File: src/rtl/loader_pkg.sv
// Shared types and constants for the instruction-memory loader.
package loader_pkg;

  localparam int DEPTH_DEFAULT = 32;
  localparam int ADDR_W        = 5;
  localparam int NW_W          = 6;

  typedef enum logic [2:0] {
    IDLE,
    LOAD,
    CHECK,
    DONE,
    ERROR
  } state_t;

  typedef struct packed {
    logic ready;
    logic busy;
    logic done;
    logic err;
    logic core_rst;
  } flags_t;

  // Output flags are a pure function of the state being entered.
  function automatic flags_t flags_of(state_t s);
    flags_t f;
    f.ready    = (s == LOAD) || (s == CHECK);
    f.busy     = (s == LOAD) || (s == CHECK);
    f.done     = (s == DONE);
    f.err      = (s == ERROR);
    f.core_rst = (s == DONE);
    return f;
  endfunction

endpackage

File: src/rtl/imem_loader_if.sv
// Byte-stream input and instruction-memory write port of the loader.
interface imem_loader_if;
  import loader_pkg::*;

  logic              byte_valid;
  logic [7:0]        byte_data;
  logic              byte_ready;
  logic              imem_we;
  logic [ADDR_W-1:0] imem_addr;
  logic [31:0]       imem_wdata;

  modport master (
    output byte_valid, byte_data,
    input  byte_ready, imem_we, imem_addr, imem_wdata
  );

  modport slave (
    input  byte_valid, byte_data,
    output byte_ready, imem_we, imem_addr, imem_wdata
  );

endinterface

File: src/rtl/loader_watchdog.sv
// Idle-cycle counter: flags the cycle in which TIMEOUT idle cycles would be reached.
module loader_watchdog #(
  parameter int TIMEOUT = 1000
) (
  input  logic clk,
  input  logic rst,
  input  logic clear,
  input  logic enable,
  output logic expired
);

  localparam int CW = $clog2(TIMEOUT + 1);

  logic [CW-1:0] count;

  always_ff @(posedge clk) begin
    if (!rst)        count <= '0;
    else if (clear)  count <= '0;
    else if (enable) count <= count + CW'(1);
  end

  // A clear in the expiry cycle (byte accepted) suppresses the timeout.
  assign expired = enable && !clear && (count == CW'(TIMEOUT - 1));

endmodule

File: src/rtl/imem_loader.sv
// Loads a little-endian byte stream into instruction memory, verifies an XOR
// checksum, and releases the core reset only on a clean load.
module imem_loader
  import loader_pkg::*;
#(
  parameter int TIMEOUT = 1000,
  parameter int DEPTH   = DEPTH_DEFAULT
) (
  input  logic            clk,
  input  logic            rst,
  input  logic            start,
  input  logic [NW_W-1:0] n_words,
  imem_loader_if.slave    bus,
  output logic            core_rst,
  output logic            busy,
  output logic            done,
  output logic            err
);

  state_t          state;
  flags_t          flags;
  logic [NW_W-1:0] n_latched;
  logic [NW_W-1:0] word_idx;
  logic [1:0]      byte_idx;
  logic [23:0]     partial;
  logic [7:0]      checksum;
  logic            accept;
  logic            expired;

  assign accept = bus.byte_valid && flags.ready;

  loader_watchdog #(.TIMEOUT(TIMEOUT)) u_watchdog (
    .clk     (clk),
    .rst     (rst),
    .clear   (accept || !flags.ready),
    .enable  (flags.ready),
    .expired (expired)
  );

  assign bus.byte_ready = flags.ready;
  assign busy           = flags.busy;
  assign done           = flags.done;
  assign err            = flags.err;
  assign core_rst       = flags.core_rst;

  // NOTE: every register, including the write address/data, is cleared by the
  // synchronous reset, and all state updates use non-blocking assignments.
  always_ff @(posedge clk) begin
    if (!rst) begin
      state          <= IDLE;
      flags          <= flags_of(IDLE);
      n_latched      <= '0;
      word_idx       <= '0;
      byte_idx       <= '0;
      partial        <= '0;
      checksum       <= '0;
      bus.imem_we    <= 1'b0;
      bus.imem_addr  <= '0;
      bus.imem_wdata <= '0;
    end else begin
      bus.imem_we <= 1'b0;
      case (state)
        IDLE, DONE, ERROR: begin
          if (start) begin
            if (n_words == '0 || int'(n_words) > DEPTH) begin
              state <= ERROR;
              flags <= flags_of(ERROR);
            end else begin
              state     <= LOAD;
              flags     <= flags_of(LOAD);
              n_latched <= n_words;
              word_idx  <= '0;
              byte_idx  <= '0;
              checksum  <= '0;
            end
          end
        end
        LOAD: begin
          if (accept) begin
            checksum <= checksum ^ bus.byte_data;
            byte_idx <= byte_idx + 2'd1;
            if (byte_idx == 2'd3) begin
              bus.imem_we    <= 1'b1;
              bus.imem_addr  <= word_idx[ADDR_W-1:0];
              bus.imem_wdata <= {bus.byte_data, partial};
              word_idx       <= word_idx + NW_W'(1);
              if (word_idx == n_latched - NW_W'(1)) begin
                state <= CHECK;
                flags <= flags_of(CHECK);
              end
            end else begin
              // Shift right so the first byte of the word ends up in bits 7:0.
              partial <= {bus.byte_data, partial[23:8]};
            end
          end else if (expired) begin
            state <= ERROR;
            flags <= flags_of(ERROR);
          end
        end
        CHECK: begin
          if (accept) begin
            if (bus.byte_data == checksum) begin
              state <= DONE;
              flags <= flags_of(DONE);
            end else begin
              state <= ERROR;
              flags <= flags_of(ERROR);
            end
          end else if (expired) begin
            state <= ERROR;
            flags <= flags_of(ERROR);
          end
        end
        default: begin
          state <= IDLE;
          flags <= flags_of(IDLE);
        end
      endcase
    end
  end

endmodule

File: src/flat_wrapper.sv
// flat-port wrapper written by rule: the top's interface ports become plain ports
module imem_loader_flat import loader_pkg::*;
#(
  parameter int TIMEOUT = 1000,
  parameter int DEPTH   = DEPTH_DEFAULT
)
  (clk, rst, start, n_words, core_rst, busy, done, err, bus_byte_valid, bus_byte_data, bus_byte_ready, bus_imem_we, bus_imem_addr, bus_imem_wdata);
  imem_loader_if bus_i ();
  input  logic clk;
  input  logic rst;
  input  logic start;
  input  logic [NW_W-1:0] n_words;
  output logic core_rst;
  output logic busy;
  output logic done;
  output logic err;
  input wire logic [$bits(bus_i.byte_valid)-1:0] bus_byte_valid;
  input wire logic [$bits(bus_i.byte_data)-1:0] bus_byte_data;
  output wire logic [$bits(bus_i.byte_ready)-1:0] bus_byte_ready;
  output wire logic [$bits(bus_i.imem_we)-1:0] bus_imem_we;
  output wire logic [$bits(bus_i.imem_addr)-1:0] bus_imem_addr;
  output wire logic [$bits(bus_i.imem_wdata)-1:0] bus_imem_wdata;
  assign bus_i.byte_valid = bus_byte_valid;
  assign bus_i.byte_data = bus_byte_data;
  assign bus_byte_ready = bus_i.byte_ready;
  assign bus_imem_we = bus_i.imem_we;
  assign bus_imem_addr = bus_i.imem_addr;
  assign bus_imem_wdata = bus_i.imem_wdata;
  imem_loader #(.TIMEOUT(TIMEOUT), .DEPTH(DEPTH)) u_core (.clk(clk), .rst(rst), .start(start), .n_words(n_words), .bus(bus_i), .core_rst(core_rst), .busy(busy), .done(done), .err(err));
endmodule
File: config.mk
export PLATFORM = sky130hd
export DESIGN_NAME = imem_loader_flat
export DESIGN_NICKNAME = d
export VERILOG_FILES = /design/src/rtl/loader_pkg.sv /design/src/rtl/imem_loader_if.sv /design/src/rtl/loader_watchdog.sv /design/src/rtl/imem_loader.sv /design/src/flat_wrapper.sv
export SDC_FILE = /design/constraint.sdc
export NUM_CORES = 1
export LEC_CHECK = 0
export ABC_AREA = 1
export CAP_MARGIN = 0
export CORE_MARGIN = 2
export CORE_UTILIZATION = 30
export CTS_BUF_LIST = sky130_fd_sc_hd__clkbuf_8 sky130_fd_sc_hd__clkbuf_16
export CTS_CLUSTER_SIZE = 10
export DETAILED_ROUTE_END_ITERATION = 10
export SLEW_MARGIN = 10
export SYNTH_ARGS = -nofsm -noshare
export SYNTH_HDL_FRONTEND = slang
export SYNTH_SLANG_ARGS = --single-unit
File: constraint.sdc
create_clock -name clk -period 2.8 [get_ports clk]
set_input_delay 0.28 -clock clk [delete_from_list [all_inputs] [get_ports clk]]
set_output_delay 0.28 -clock clk [all_outputs]
set_load 0.05 [all_outputs]
# [After elaboration in Yosys (flattened, before gate mapping)]
# Index checks and enable logic that the tools add are counted.
[totals] elab_cells=89 regBits=102
[classes] n_reduce_logical=19 addsub=4 eq_ne=14 bitwise_logic=4 muxes=32 n_lt_le_gt_ge=1
[ops] cell="2-to-1 mux 5 bit" count=7
[ops] cell="2-to-1 mux 3 bit" count=9
[ops] cell="2-to-1 mux 6 bit" count=4
[ops] cell="2-to-1 mux 8 bit" count=3
[ops] cell="case mux 8 bit (2 select lines)" count=1
[ops] cell="case mux 5 bit (3 select lines)" count=1
[ops] cell="AND reduction 3 bit" count=5
[ops] cell="case mux 6 bit (2 select lines)" count=1
[ops] cell="adder 10 x 1 -> 10 bit (second input constant)" count=1
[ops] cell="== test 10 bit (second input constant)" count=1
[ops] cell="case mux 3 bit (3 select lines)" count=1
[ops] cell="== test 8 bit" count=1
[ops] cell="XOR 8 bit" count=1
[ops] cell="adder 6 x 1 -> 6 bit (second input constant)" count=1
[ops] cell="== test 3 x 2 -> 1 bit (second input constant)" count=2
[ops] cell="== test 6 bit" count=1
[ops] cell="> comparator 6 bit (second input constant)" count=1
[ops] cell="zero test 6 bit" count=1
[ops] cell="2-to-1 mux 2 bit" count=3
[ops] cell="!= test 3 bit (second input constant)" count=2
[ops] cell="subtractor 6 x 1 -> 6 bit (second input constant)" count=1
[ops] cell="AND reduction 5 bit" count=1
[ops] cell="!= test 2 x 1 -> 1 bit (second input constant)" count=2
[ops] cell="!= test 2 bit (second input constant)" count=2
[ops] cell="15 further kinds" count=21

# [Longest topological paths before layout]
# Gate-level depths: netlist of the first run.
[logic_depth] ltp_word=8 mapped_depth=14

# [Modules after synthesis]
# A second synthesis of the first run with hierarchy kept.
[hier_totals] hier_cells=640 hier_area_um2=4496.8
[modules_own_cells] mod="imem_loader" n_inst=1 seq_area_each_um2=1841.8 cells_per_inst=566 area_each_um2=3980.1
[modules_own_cells] mod="loader_watchdog" n_inst=1 seq_area_each_um2=200.2 cells_per_inst=74 area_each_um2=516.7

# [Worst setup path after synthesis of the first run]
# Ideal clock, no wire load.
[synth_path] path_type="register to register" from="register u_core.flags, in the netlist u_core.bus.byte_ready" to="register u_core.checksum[2]" n_path_buf=1 setup_slack_ns=0.935 stages_incl_launch_ff=11 t_arrival_ns=1.741 period_less_slack_ns=1.865 cell_sequence="dfxtp_1 -> nand2_4 -> inv_2 -> o21ai_0 -> nor2_1 -> nand2_1 -> inv_2 -> buf_4 -> nand2_1 -> o21ai_0 -> nor2_1"
[synth_between] elab_chain_cells=3
[synth_rtl] element="start: declaration" line="imem_loader.sv:21" source="flags_t flags;"
[synth_rtl] element="start signal: assignment" line="imem_loader.sv:51" source="flags <= flags_of(IDLE);"
[synth_rtl] element="start signal: assignment" line="imem_loader.sv:67" source="flags <= flags_of(ERROR);"
[synth_rtl] element="start signal: assignment" line="imem_loader.sv:70" source="flags <= flags_of(LOAD);"
[synth_rtl] element="logical AND 1 bit" line="imem_loader.sv:30" source="assign accept = bus.byte_valid && flags.ready;"
[synth_rtl] element="!= test 2 x 1 -> 1 bit (no source line)"
[synth_rtl] element="AND reduction 4 bit (no source line)"
[synth_rtl] element="end signal: assignment" line="imem_loader.sv:80" source="checksum <= checksum ^ bus.byte_data;"
[synth_rtl] element="end: declaration" line="imem_loader.sv:26" source="logic [7:0] checksum;"
# No other way between the ends.
# A chain may end at the register's enable or synchronous reset.

# [Final worst setup path of the first run]
[layout_path] from="register u_core.state[1]" to="register u_core.partial[3]"
[layout_between] elab_chain_cells=2
[layout_rtl] element="start: declaration" line="imem_loader.sv:20" source="state_t state;"
[layout_rtl] element="start signal: assignment" line="imem_loader.sv:50" source="state <= IDLE;"
[layout_rtl] element="start signal: assignment" line="imem_loader.sv:66" source="state <= ERROR;"
[layout_rtl] element="start signal: assignment" line="imem_loader.sv:69" source="state <= LOAD;"
[layout_rtl] element="== test 3 x 1 -> 1 bit" line="imem_loader.sv:62" source="case (state)"
[layout_rtl] element="AND reduction 3 bit (no source line)"
[layout_rtl] element="end signal: assignment" line="imem_loader.sv:93" source="partial <= {bus.byte_data, partial[23:8]};"
[layout_rtl] element="end: declaration" line="imem_loader.sv:25" source="logic [23:0] partial;"
# No other way between the ends.

==> flow_summary_export.csv, run 1 <==
group,metric,value,unit
placement,place_area,5069,sq um
layout,fin_area,5383,sq um
clock_tree,cts-root-buf,"clkbuf_16",
layout,fin_nets,685,
floorplan,die_w,124.4,microns
sta,relSlewSlack,0.5124,
sta,fin_worst_skew,5.723,ps
sta,rsz0062_at_grt,"no",
synth,synthesis.nets,634,
layout,antenna_cells,0,
synth,postSynthCellCount,612,
critical_path,crit_path_top_delay_cell,"nor2_8",
sta,hold_violations,0,
placement,dpl.hpwl,7224,microns
floorplan,core_area,14040,sq um
clock_tree,cts_buffers,9,
synth,synth_top_area_cell,"dfxtp_1",
pwr,p_leak,2.204,nW
synth,synth_xor_area_frac,0.02418,
global_route,grt_max_degree,51,
global_route,grtUsageTotal,0.1320,
worst_hold_path,hp-class,"flop to flop",
route,drt_iter0_markers,280,
job,maxCapViolCount,0,
layout,drive_gt1_frac,0.04940,
placement,port_buffers,60,
route,vias,3909,
clock_tree,h-tree-depth,3,
route,wl_per_cell,11.76,microns
route,ant_nets,0,
critical_path,crit_fanout,31,
global_route,grt_pass1_vias,3662,
synth,synth_edf_count,0,
route,drc,0,
synth,synth-main-ff-cell,"dfxtp_1",
outcome,run_status,"finished, final reports clean",
synth,synth-seq-area-share,0.4698,
synth,async_flop_share,0,
route,routed_via_density,4.610,
sta,setup_violations,0,
layout,area_delta_synth_final,23.83,%
clock_tree,cts_hold_buffers,0,
layout,utilization,0.3833,
sta,drv_slew,0,
pwr,power_density,658.9,nW/um^2
global_route,grt_first_pass_wirelength,16780,microns
clock_tree,cts_tree,"done",
critical_path,critPathMaxStageDelay,370,ps
sta,finalCritPeriodShare,0.7365,
global_route,antenna_found_initial,0,
critical_path,critPathBufInv,3,
critical_path,crit_family,"simple AND/OR/NAND/NOR gates",
route,drt-total-wl,9976,microns
clock_tree,clkTransAtPathRegs,70,ps
synth,synth-warning-count,0,
critical_path,cp-start-kind,"flop",
sta,fin_setup_tns,0,ps
clock_tree,cts_sinks,102,
clock_tree,cts_max_path_buffers,2,
critical_path,required,3050,ps
critical_path,crit_type,"flop to flop",
synth,avgSynthCellArea,7.102,sq um
synth,muxShareOfSynthArea,0,
clock_tree,postCtsSetupRepairBufs,0,
synth,syn_area,4347,sq um
pwr,ir_worst_vdd,358.5,uV
synth,synth_compound_area_frac,0.1405,
floorplan,initial_core_util,0.3095,
global_route,grt_overflow,0,
floorplan,die_h,124.4,microns
route,first_pass_iters,4,
synth,netlist_top_cells_area,"dfxtp_1 (47%), nor2_1 (13%), nand2_1 (9.5%)",
synth,synth_top_family_by_area,"simple AND/OR/NAND/NOR gates",
placement,gp_congestion,0.8511,
clock_tree,clkLatencyLatePin,360,ps
clock_tree,ctsResizeCount,0,
sta,worst_slew_pin_slew,731.4,ps
critical_path,cp-end-kind,"flop",
floorplan,rows,43,
synth,synthAdderAreaFrac,0.01151,
synth,synth_cell_types,31,
synth,ys_ff_latch,102,
floorplan,io_pins,61,
floorplan,dieArea,15470,sq um
critical_path,cp.arrival,2310,ps
synth,synthSimpleGateAreaFrac,0.2830,
synth,yosysTopAreaCellShare,0.4698,
critical_path,crit_path_cell_trace,"inv_1 -> nand2_2 -> nor2_4 -> inv_2 -> or2_1 -> nor2_8 -> inv_2 -> nor2_1 -> nor2_1",
sta,period_needed,2062,ps
sta,max_freq,485.0,MHz
[per-layer routing]
metal,global-route usage,wire length (microns)
met4,0.04627,80
met1,0.1560,4537
met5,0,0
met3,0.03780,520
met2,0.2282,4838
[power breakdown]
| part | switching, mW | total, mW | internal [mW] |
|---|---|---|---|
| Sequential | 0.0697 | 1.61 | 1.54 |
| Clock | 0.600 | 1.32 | 0.715 |
| Combinational | 0.416 | 0.625 | 0.209 |
| Total | 1.09 | 3.55 | 2.46 |
[final cells by class]
type	count	area, sq um
Fill cell	1462	8660
Sequential cell	102	2042
Multi-Input combinational cell	438	1996
Timing Repair Buffer	64	625.6
Clock buffer	9	225.2
Tap cell	180	225.2
Inverter	48	180.2
Clock inverter	7	88.84
[cell families after synthesis]
logic type / after synthesis
AO/OA/AOI/OAI: 122
XOR/XNOR: 12
adder cells (fa/ha/maj): 4
buffers and inverters: 72
AND/OR/NAND/NOR: 300
flip-flops: 102
[worst reg2reg max path, delay by kind of cell (launching register included)]
kind	cells	cell delay (ps)
DFF	1	320
and+or+nand+nor	6	1200
buffers and inverters	3	450
[worst paths after layout]
check                                                 from                         end  slack (ps)  depth (start not counted)
worst max-delay path                       u_core.state[1]           u_core.partial[3]         740                          9
worst min-delay path            u_core.u_watchdog.count[0]  u_core.u_watchdog.count[0]         450                          1
worst max register to register             u_core.state[1]           u_core.partial[3]         740                          9
worst min register to register  u_core.u_watchdog.count[0]  u_core.u_watchdog.count[0]         450                          1
[through the flow]
| step | std cells | worst slack [ps] | hold WS, ps | power (mW) |
|---|---|---|---|---|
| 4_1_cts | 848 | 739.3 | 458.5 | 3.586 |
| 3_3_place_gp | 832 | 649.1 | 431.1 | 2.246 |
| 3_5_place_dp | 832 | 585.1 | 446.7 | 2.262 |
| 6_report | 848 | 737.9 | 452.5 | 3.547 |
| 2_1_floorplan | 612 | 934.6 | 414.9 | 2.118 |
| 5_1_grt | 848 | 616.3 | 496.9 | 3.742 |
[synth_stat cells, drive strengths merged (6+ instances only)]
library cell and instances:
buf 14, nand3 28, inv 47, nor2 148
clkbuf 10, dfxtp 102, a21oi 43, o21ai 79
xor2 6, nand2 112, xnor2 6
[placed cells by master (no fill, tap or decap), types with 6 or more instances in the layout]
master,count
a21oi_1,43
clkbuf_16,9
clkdlybuf4s50_1,59
dfxtp_1,102
inv_1,43
nand2_1,110
nand3_1,28
nor2_1,145
o21ai_0,75
xnor2_1,6
xor2_1,6
[flip-flops by register name, indices dropped and copies added, names as in the netlist]
| name | flops |
|---|---|
| u_core.core_rst | 1 |
| u_core.busy | 1 |
| u_core.u_watchdog.count | 10 |
| u_core.bus.imem_addr | 5 |
| u_core.byte_idx | 2 |
| u_core.err | 1 |
| u_core.state | 3 |
| u_core.done | 1 |
| u_core.checksum | 8 |
| u_core.bus.imem_wdata | 32 |
| u_core.word_idx | 6 |
| u_core.bus.imem_we | 1 |
| u_core.bus.byte_ready | 1 |
| u_core.n_latched | 6 |
| u_core.partial | 24 |
Note: power is estimated with default switching activity, not from simulation.
==> inputs of run 2 (changes only) <==
clock period = 1.8 ns   (was 2.8 ns; I/O delays follow)
==> run 2 against run 1 <==
Combinational power grew 76%. Critical endpoint is now bus_imem_wdata[30]. Clock-buffer cell count is the same. Non-clock buffer count increased by 21. Via count rose by 2.8%. Clock power increased by 61%. Highest routed layer unchanged. Utilization up 2.1 points. Wire length is 0.68% higher. Register-to-register slack got worse by 590 ps. Sequential share of layout area decreased by 1.9 points.
==> flow_summary_export.csv, run 2 (synthesis gave the netlist of run 1 again) <==
group,metric,value,unit
layout,reg_top3,"u_core.bus.imem_wdata: 32 flops, u_core.partial: 24 flops, u_core.u_watchdog.count: 10 flops",
critical_path,crit_fanout,2,
layout,area_delta_synth_final,30.63,%
sta,period_needed,1729,ps
sta,setup_ws,71.05,ps
placement,place_area,5273,sq um
placement,gp_congestion,0.8587,
layout,layout.cells.non_filler,869,
pwr,p_leak,2.346,nW
global_route,grt_first_pass_wirelength,17530,microns
placement,dpl.hpwl,7329,microns
layout,largest_reg_flops,32,
layout,regMostFlops,"u_core.bus.imem_wdata",
critical_path,crit_path_cell_trace,"clkdlybuf4s50_1",
layout,antenna_cells,0,
clock_tree,h-tree-depth,3,
critical_path,cp-start-kind,"flop",
sta,fin_worst_skew,5.512,ps
layout,drive_gt1_frac,0.1089,
global_route,antenna_found_initial,0,
layout,fin_area,5678,sq um
clock_tree,clkTransAtPathRegs,70,ps
layout,fin_nets,706,
floorplan,core_area,14040,sq um
layout,final_cell_mix,"nor2_1 (142), nand2_1 (107), dfxtp_1 (99), o21ai_0 (74), clkdlybuf4s50_1 (55)",
outcome,run_status,"finished, final reports clean",
sta,max_freq,578.4,MHz
floorplan,io_pins,61,
sta,relSlewSlack,0.6540,
sta,hold_violations,0,
clock_tree,cts_sinks,102,
clock_tree,cts_max_path_buffers,2,
global_route,grt_pass1_vias,3854,
worst_hold_path,hp-class,"input pin to flop",
pwr,power_density,1009,nW/um^2
clock_tree,clkLatencyLatePin,350,ps
clock_tree,cts_tree,"done",
clock_tree,cts_buffers,9,
route,ant_nets,0,
critical_path,r2r_slack,150,ps
critical_path,critPathBufInv,1,
sta,finalCritPeriodShare,0.9605,
route,drt-total-wl,10040,microns
critical_path,crit_family,"buffers and inverters",
critical_path,required,1620,ps
clock_tree,cts_hold_buffers,0,
critical_path,cp-end-kind,"primary output",
route,wl_per_cell,11.56,microns
route,vias,4019,
pwr,power,5.731,mW
global_route,grtUsageTotal,0.1359,
sta,rsz0062_at_grt,"yes",
route,drt_iter0_markers,257,
floorplan,initial_core_util,0.3095,
floorplan,die_w,124.4,microns
route,drc,0,
floorplan,die_h,124.4,microns
route,routed_via_density,4.625,
critical_path,cp.arrival,1550,ps
sta,setup_violations,0,
sta,fin_setup_tns,0,ps
global_route,grt_max_degree,69,
critical_path,crit_path_top_delay_cell,"clkdlybuf4s50_1",
pwr,ir_worst_vdd,442.5,uV
global_route,grt_overflow,0,
placement,placed_cells,852,
critical_path,crit_type,"flop to primary output",
placement,port_buffers,60,
critical_path,critPathMaxStageDelay,820,ps
job,maxCapViolCount,0,
sta,drv_slew,0,
floorplan,dieArea,15470,sq um
layout,nFillCells,1438,
route,first_pass_iters,4,
clock_tree,cts-root-buf,"clkbuf_16",
floorplan,rows,43,
layout,mostFrequentLayoutCell,"nor2_1",
sta,worst_slew_pin_slew,517.4,ps
placement,dp_worst_setup_slack,-139.8,ps
## run 2: area by class of cell
cell class,count,area (sq um),area share
clock buffer,9,225.2,0.03967
clock inverter,7,108.9,0.01917
inverter,48,191.4,0.03372
multi-input combinational,438,2046,0.3603
sequential,102,2046,0.3603
tap,180,225.2,0.03967
timing repair buffer,85,835.8,0.1472
## run 2: final timing paths
check	from	to	cells past startpoint
worst max-delay path	u_core.bus.imem_wdata[30]	bus_imem_wdata[30]	1
worst min-delay path	rst	u_core.u_watchdog.count[0]	3
worst max register to register	u_core.n_latched[1]	u_core.state[1]	12
worst min register to register	u_core.u_watchdog.count[0]	u_core.u_watchdog.count[0]	1
## run 2: metal layers
metal	vias up	routed length (microns)	global-route usage	part of all wire
met4	0	228	0.05948	0.023
li1	2106	-	-	-
met5	-	0	0	0
met2	71	4676	0.2208	0.47
met3	15	415	0.03393	0.041
met1	1827	4723	0.1706	0.47
## run 2: through the flow
stage | util | hold slack (ps)
2_1_floorplan | - | 314.9
3_3_place_gp | 0.3755 | 429.7
3_5_place_dp | 0.3755 | 440.9
4_1_cts | 0.3993 | 241.0
5_1_grt | 0.4043 | 266.7
6_report | 0.4043 | 240.7
## run 2: repair_timing
action	CTS	global route
endpoints found under the setup margin	0	34
resized for setup	0	25
buffers inserted	0	1
hold endpoints to repair	0	0
## run 2: report_power, final
group	internal (mW)	total, mW	switching, mW
combinational	0.419	1.10	0.683
clock	1.24	2.13	0.887
sequential	2.39	2.50	0.110
==> RTL change 1 (config.mk and constraints of run 1) <==
`TIMEOUT` is set to 1000 in 3 places; all go to 4000.
--- a/src/rtl/loader_watchdog.sv
+++ b/src/rtl/loader_watchdog.sv
@@ -2,3 +2,3 @@
 module loader_watchdog #(
-  parameter int TIMEOUT = 1000
+  parameter int TIMEOUT = 4000
 ) (
--- a/src/rtl/imem_loader.sv
+++ b/src/rtl/imem_loader.sv
@@ -5,3 +5,3 @@
 #(
-  parameter int TIMEOUT = 1000,
+  parameter int TIMEOUT = 4000,
   parameter int DEPTH   = DEPTH_DEFAULT
--- a/src/flat_wrapper.sv
+++ b/src/flat_wrapper.sv
@@ -3,3 +3,3 @@
 #(
-  parameter int TIMEOUT = 1000,
+  parameter int TIMEOUT = 4000,
   parameter int DEPTH   = DEPTH_DEFAULT
Function: no difference found for any inputs over 4 cycles, from zero or initial values and one cycle with rst low; that may be too few to reach the edited logic, so the function may still have changed.
==> RTL change 1 against run 1 <==
Critical endpoint is now bus_byte_ready; highest routed layer unchanged; wire length rose by 7.4%; sequential cell count is 2 higher; synthesized area up 7.1%; final area rose by 6.1%; worst setup slack improved by 30 ps; combinational power up 3%; power increased by 3.4%; die area is 6.9% higher; non-clock buffer count is 2 higher.
==> RTL change 1: results (changes against run 1) <==
outcome finished clean; synth warn 0 (unchanged); share of cells above drive strength 1 0.0686 (+0.0192); Commonest cells post-synth nor2_1 (122), nand2_1 (110), dfxtp_1 (104), o21ai_0 (68), a21oi_1 (64); gr usage total 0.129 (-0.00323); Critical Path Max Stage Delay 870 ps (+500 ps); Worst Path Max Fanout 9 (-71%); Post-Syn Nets 667 (+5.2%); Routed wire per std cell 12.1 microns (+2.6%); initial antenna violation count 0 (unchanged); vias in the first global route 3560 (-2.8%); vias per inst 4.56 (-1.1%); Placer Congestion 0.796 (-6.5%); half-perimeter wire length after placement 7550 microns (+4.5%); CP max-delay cell clkdlybuf4s50_1; nets 717 (+4.7%); family with the most delay on the worst path buffers and inverters; largest net degree at the start of global routing 73 (+43%); Seq/Total Area, Yosys 0.447 (-0.0226); starting DRC count in detailed routing 280 (unchanged); Worst Path Arrival 1750 ps (-560 ps); Synth area leaders dfxtp_1 (45%), nor2_1 (9.8%), nand2_1 (8.9%); largest registers u_core.bus.imem_wdata (32), u_core.partial (24), u_core.u_watchdog.count (12); dpl ws 625 ps (+40.0 ps); Yosys cell types 36 (+16%); H-tree depth 3 (unchanged); Post-CTS Setup Inserts 0 (unchanged); Worst-Skew Late Latency 340 ps (-20 ps); first-pass GRT wire length 17200 microns (+2.6%); TritonCTS buffer count 9 (unchanged); worst slew pin tran 615 ps (-116 ps); skew final 9.91 ps (+4.19 ps); P_leak 2.34 nW (+6.2%); Hold Crit Class input port to flip-flop; peak supply drop 0.361 mV (+0.76%)
[RTL change 1: through the flow]
stage / instances / area [sq um]
after detailed placement: 872 / 5370
final: 888 / 5710
after global routing: 888 / 5710
after global placement: 872 / 5370
after floorplan: 645 / 4660
after CTS: 888 / 5710
[RTL change 1: worst paths after layout]
check	startpoint	endpoint	slack, ps	depth (start not counted)
max	u_core.bus.byte_ready	bus_byte_ready	770	1
min	rst	u_core.word_idx[0]	430	3
max reg2reg	u_core.bus.byte_ready	u_core.n_latched[0]	880	7
min reg2reg	u_core.u_watchdog.count[0]	u_core.u_watchdog.count[0]	460	1
[RTL change 1: per-layer routing]
layer / GRT usage / vias to the layer above / wire, microns
met2: 0.201 / 60 / 4770
met1: 0.180 / 1795 / 5410
met5: 0 / - / 0
met3: 0.0266 / 7 / 406
met4: 0.0384 / 0 / 128
li1: - / 2185 / -
[RTL change 1: report_power, final]
group	internal (W)	leakage, nW	switching, W	total [W]
sequential	0.00155	0.842	0.0000670	0.00162
combinational	0.000226	1.34	0.000419	0.000645
clock	0.000804	0.158	0.000600	0.00140
[RTL change 1: cells by family after synthesis]
family / synth area share
xor gates and xnor gates: 0.0169
AOI/OAI and AO/OA: 0.158
and+or+nand+nor: 0.286
buffers and inverters: 0.0814
adders and majority gates: 0.0108
DFF: 0.447
[RTL change 1: area by class of cell]
cell class	instances	area, sq um
timing repair buffer	66	641
clock buffer	9	225
fill	1585	9490
clock inverter	7	114
sequential	104	2080
multi-input combinational	455	2190
tap	188	235
inverter	59	221
==> RTL change 2 (config.mk and constraints of run 1) <==
Made on the original files. Register the output `err`, cleared by the reset; this adds one clock of latency there. The other outputs are not delayed to match.
--- a/src/rtl/imem_loader.sv
+++ b/src/rtl/imem_loader.sv
@@ -18,2 +18,4 @@
 );
+
+  logic err_d;
 
@@ -42,3 +44,3 @@
   assign done           = flags.done;
-  assign err            = flags.err;
+  assign err_d          = flags.err;
   assign core_rst       = flags.core_rst;
@@ -121,2 +123,10 @@
 
+  always_ff @(posedge clk) begin
+    if (!rst) begin
+      err <= '0;
+    end else begin
+      err <= err_d;
+    end
+  end
+
 endmodule
Function: changed (a bounded check fails within 4 cycles, from zero or initial values and one cycle with rst low).
==> RTL change 2 against run 1 <==
Synthesized area increased by 2.6%; final area increased by 2.6%; wire length increased by 3.1%; worst setup slack improved by 110 ps; sequential cell count is 1 higher.
Power is not compared: it rests on default switching activity, and its combinational part moved more than twofold at a synthesized area within 25%.
==> RTL change 2: results (changes against run 1) <==
Commonest cells post-synth nor2_1 (149), dfxtp_1 (103), nand2_1 (100), o21ai_0 (72), inv_1 (53); Worst Path Arrival 2240 ps (-70 ps); Routed wire per std cell 11.9 microns (+0.88%); met3 Resource Use GR 0.0344 (-0.00339); starting DRC count in detailed routing 246 (-12%); H-tree depth 3 (unchanged); Max Cap Viol 0 (unchanged); fillcell total 1560 (+6.7%); Worst-Skew Late Latency 350 ps; Reg-to-Reg End u_core.partial[16]; maximum clock insertion buffer count 2 (unchanged); Port Buffers 60 (unchanged); nets 700 (+2.2%); ANT cells 0 (unchanged); Synth area leaders dfxtp_1 (46%), nor2_1 (13%), nand2_1 (8.4%); vias in the first global route 3613 (-1.3%); Post-Syn Nets 645 (+1.7%); family with the most delay on the worst path simple AND/OR/NAND/NOR gates; largest registers u_core.bus.imem_wdata (32), u_core.partial (24), u_core.u_watchdog.count (10); Placer Congestion 0.822 (-3.4%); count of TritonRoute iterations in the first routing pass 4 (unchanged); peak supply drop between 0.3 and 0.4 mV; CP max-delay cell inv_2; outcome finished clean; P_leak roughly 2.3 nW; Post-CTS Setup Inserts 0 (unchanged); largest net degree at the start of global routing 78 (+53%); r2r setup slk 840 ps (+110 ps); clk slew on worst S/H paths 70 ps (about the same); share of cells above drive strength 1 0.0776 (+0.0282); Yosys cell types 32 (+3.2%); TritonCTS buffer count 9 (unchanged); skew final 6.40 ps (+0.679 ps); met1 Usage GRT 0.179 (+0.0233); initial antenna violation count 0 (unchanged); PostCTS Resize Cnt 0 (unchanged); crit path capture u_core.partial[16]; met2 usage 0.215 (-0.0135); vias after detailed routing 3880 (-0.74%); first-pass GRT wire length 17500 microns (+4.2%); half-perimeter wire length after placement 7270 microns (+0.60%); main flop type after synthesis dfxtp_1; Seq/Total Area, Yosys 0.462 (-0.00763); minimum hold slack 314 ps (-139 ps); clk root buf clkbuf_16; ys async rst share 0 (unchanged); Remaining Overflow, GRT 0 (unchanged); Hold Path Sink u_core.word_idx[2]; gr usage total 0.135 (+0.00272); Worst Path Max Fanout 31 (unchanged); synth warn 0 (unchanged); reg2reg path depth 8 (-1); Critical Path Max Stage Delay 450 ps (+80 ps); worst hold start rst; Hold Crit Class input port to flip-flop; start point of the critical path u_core.state[0]; hold path depth 3 (+2); worst rel slew slack 0.566 (+0.0536)
[RTL change 2: cell types whose count changed after synthesis, moves of 4 or more]
| cell | before | now |
|---|---|---|
| nor2_1 | 145 | 149 |
| a211oi_2 | 0 | 7 |
| nor2_2 | 1 | 5 |
| buf_2 | 7 | 11 |
| nand2_1 | 110 | 100 |
| nand4_1 | 2 | 8 |
| inv_1 | 43 | 53 |
[RTL change 2: through the flow]
step	area, sq um	setup slack (ps)	instances	util
after CTS	5520	836	867	0.380
after global routing	5520	582	867	0.380
after floorplan	4460	854	623	-
after global placement	5230	705	851	0.360
after detailed placement	5230	672	851	0.360
final	5520	843	867	0.380
[RTL change 2: routing by layer]
layer,up-vias,wire (microns)
met3,11,379
li1,2109,-
met1,1696,5170
met4,0,142
met5,-,0
met2,64,4600
[RTL change 2: layout make-up]
cell class | count | area (sq um) | area share
Clock buffer | 10 | 239 | 0.0433
Clock inverter | 6 | 58.8 | 0.0106
Inverter | 60 | 225 | 0.0408
Multi-Input combinational cell | 438 | 2070 | 0.374
Sequential cell | 103 | 2060 | 0.373
Tap cell | 184 | 230 | 0.0417
Timing Repair Buffer | 66 | 641 | 0.116
[RTL change 2: power breakdown]
group | internal, W | switching, W
Clock | 0.000651 | 0.000600
Sequential | 0.00163 | 0.000109
Combinational | 0.000434 | 0.000831
[RTL change 2: tightest hold or removal path, stage by stage]
cell and delay [ps]:
buf_2 90, inv_1 130, a21oi_1 140
[RTL change 2: cells by family after synthesis]
logic type,Yosys count,synth area share
AND/OR/NAND/NOR,301,0.279
flip-flops,103,0.462
XOR/XNOR,7,0.0137
adder cells (fa/ha/maj),4,0.0112
AO/OA/AOI/OAI,126,0.159
buffers and inverters,82,0.0746
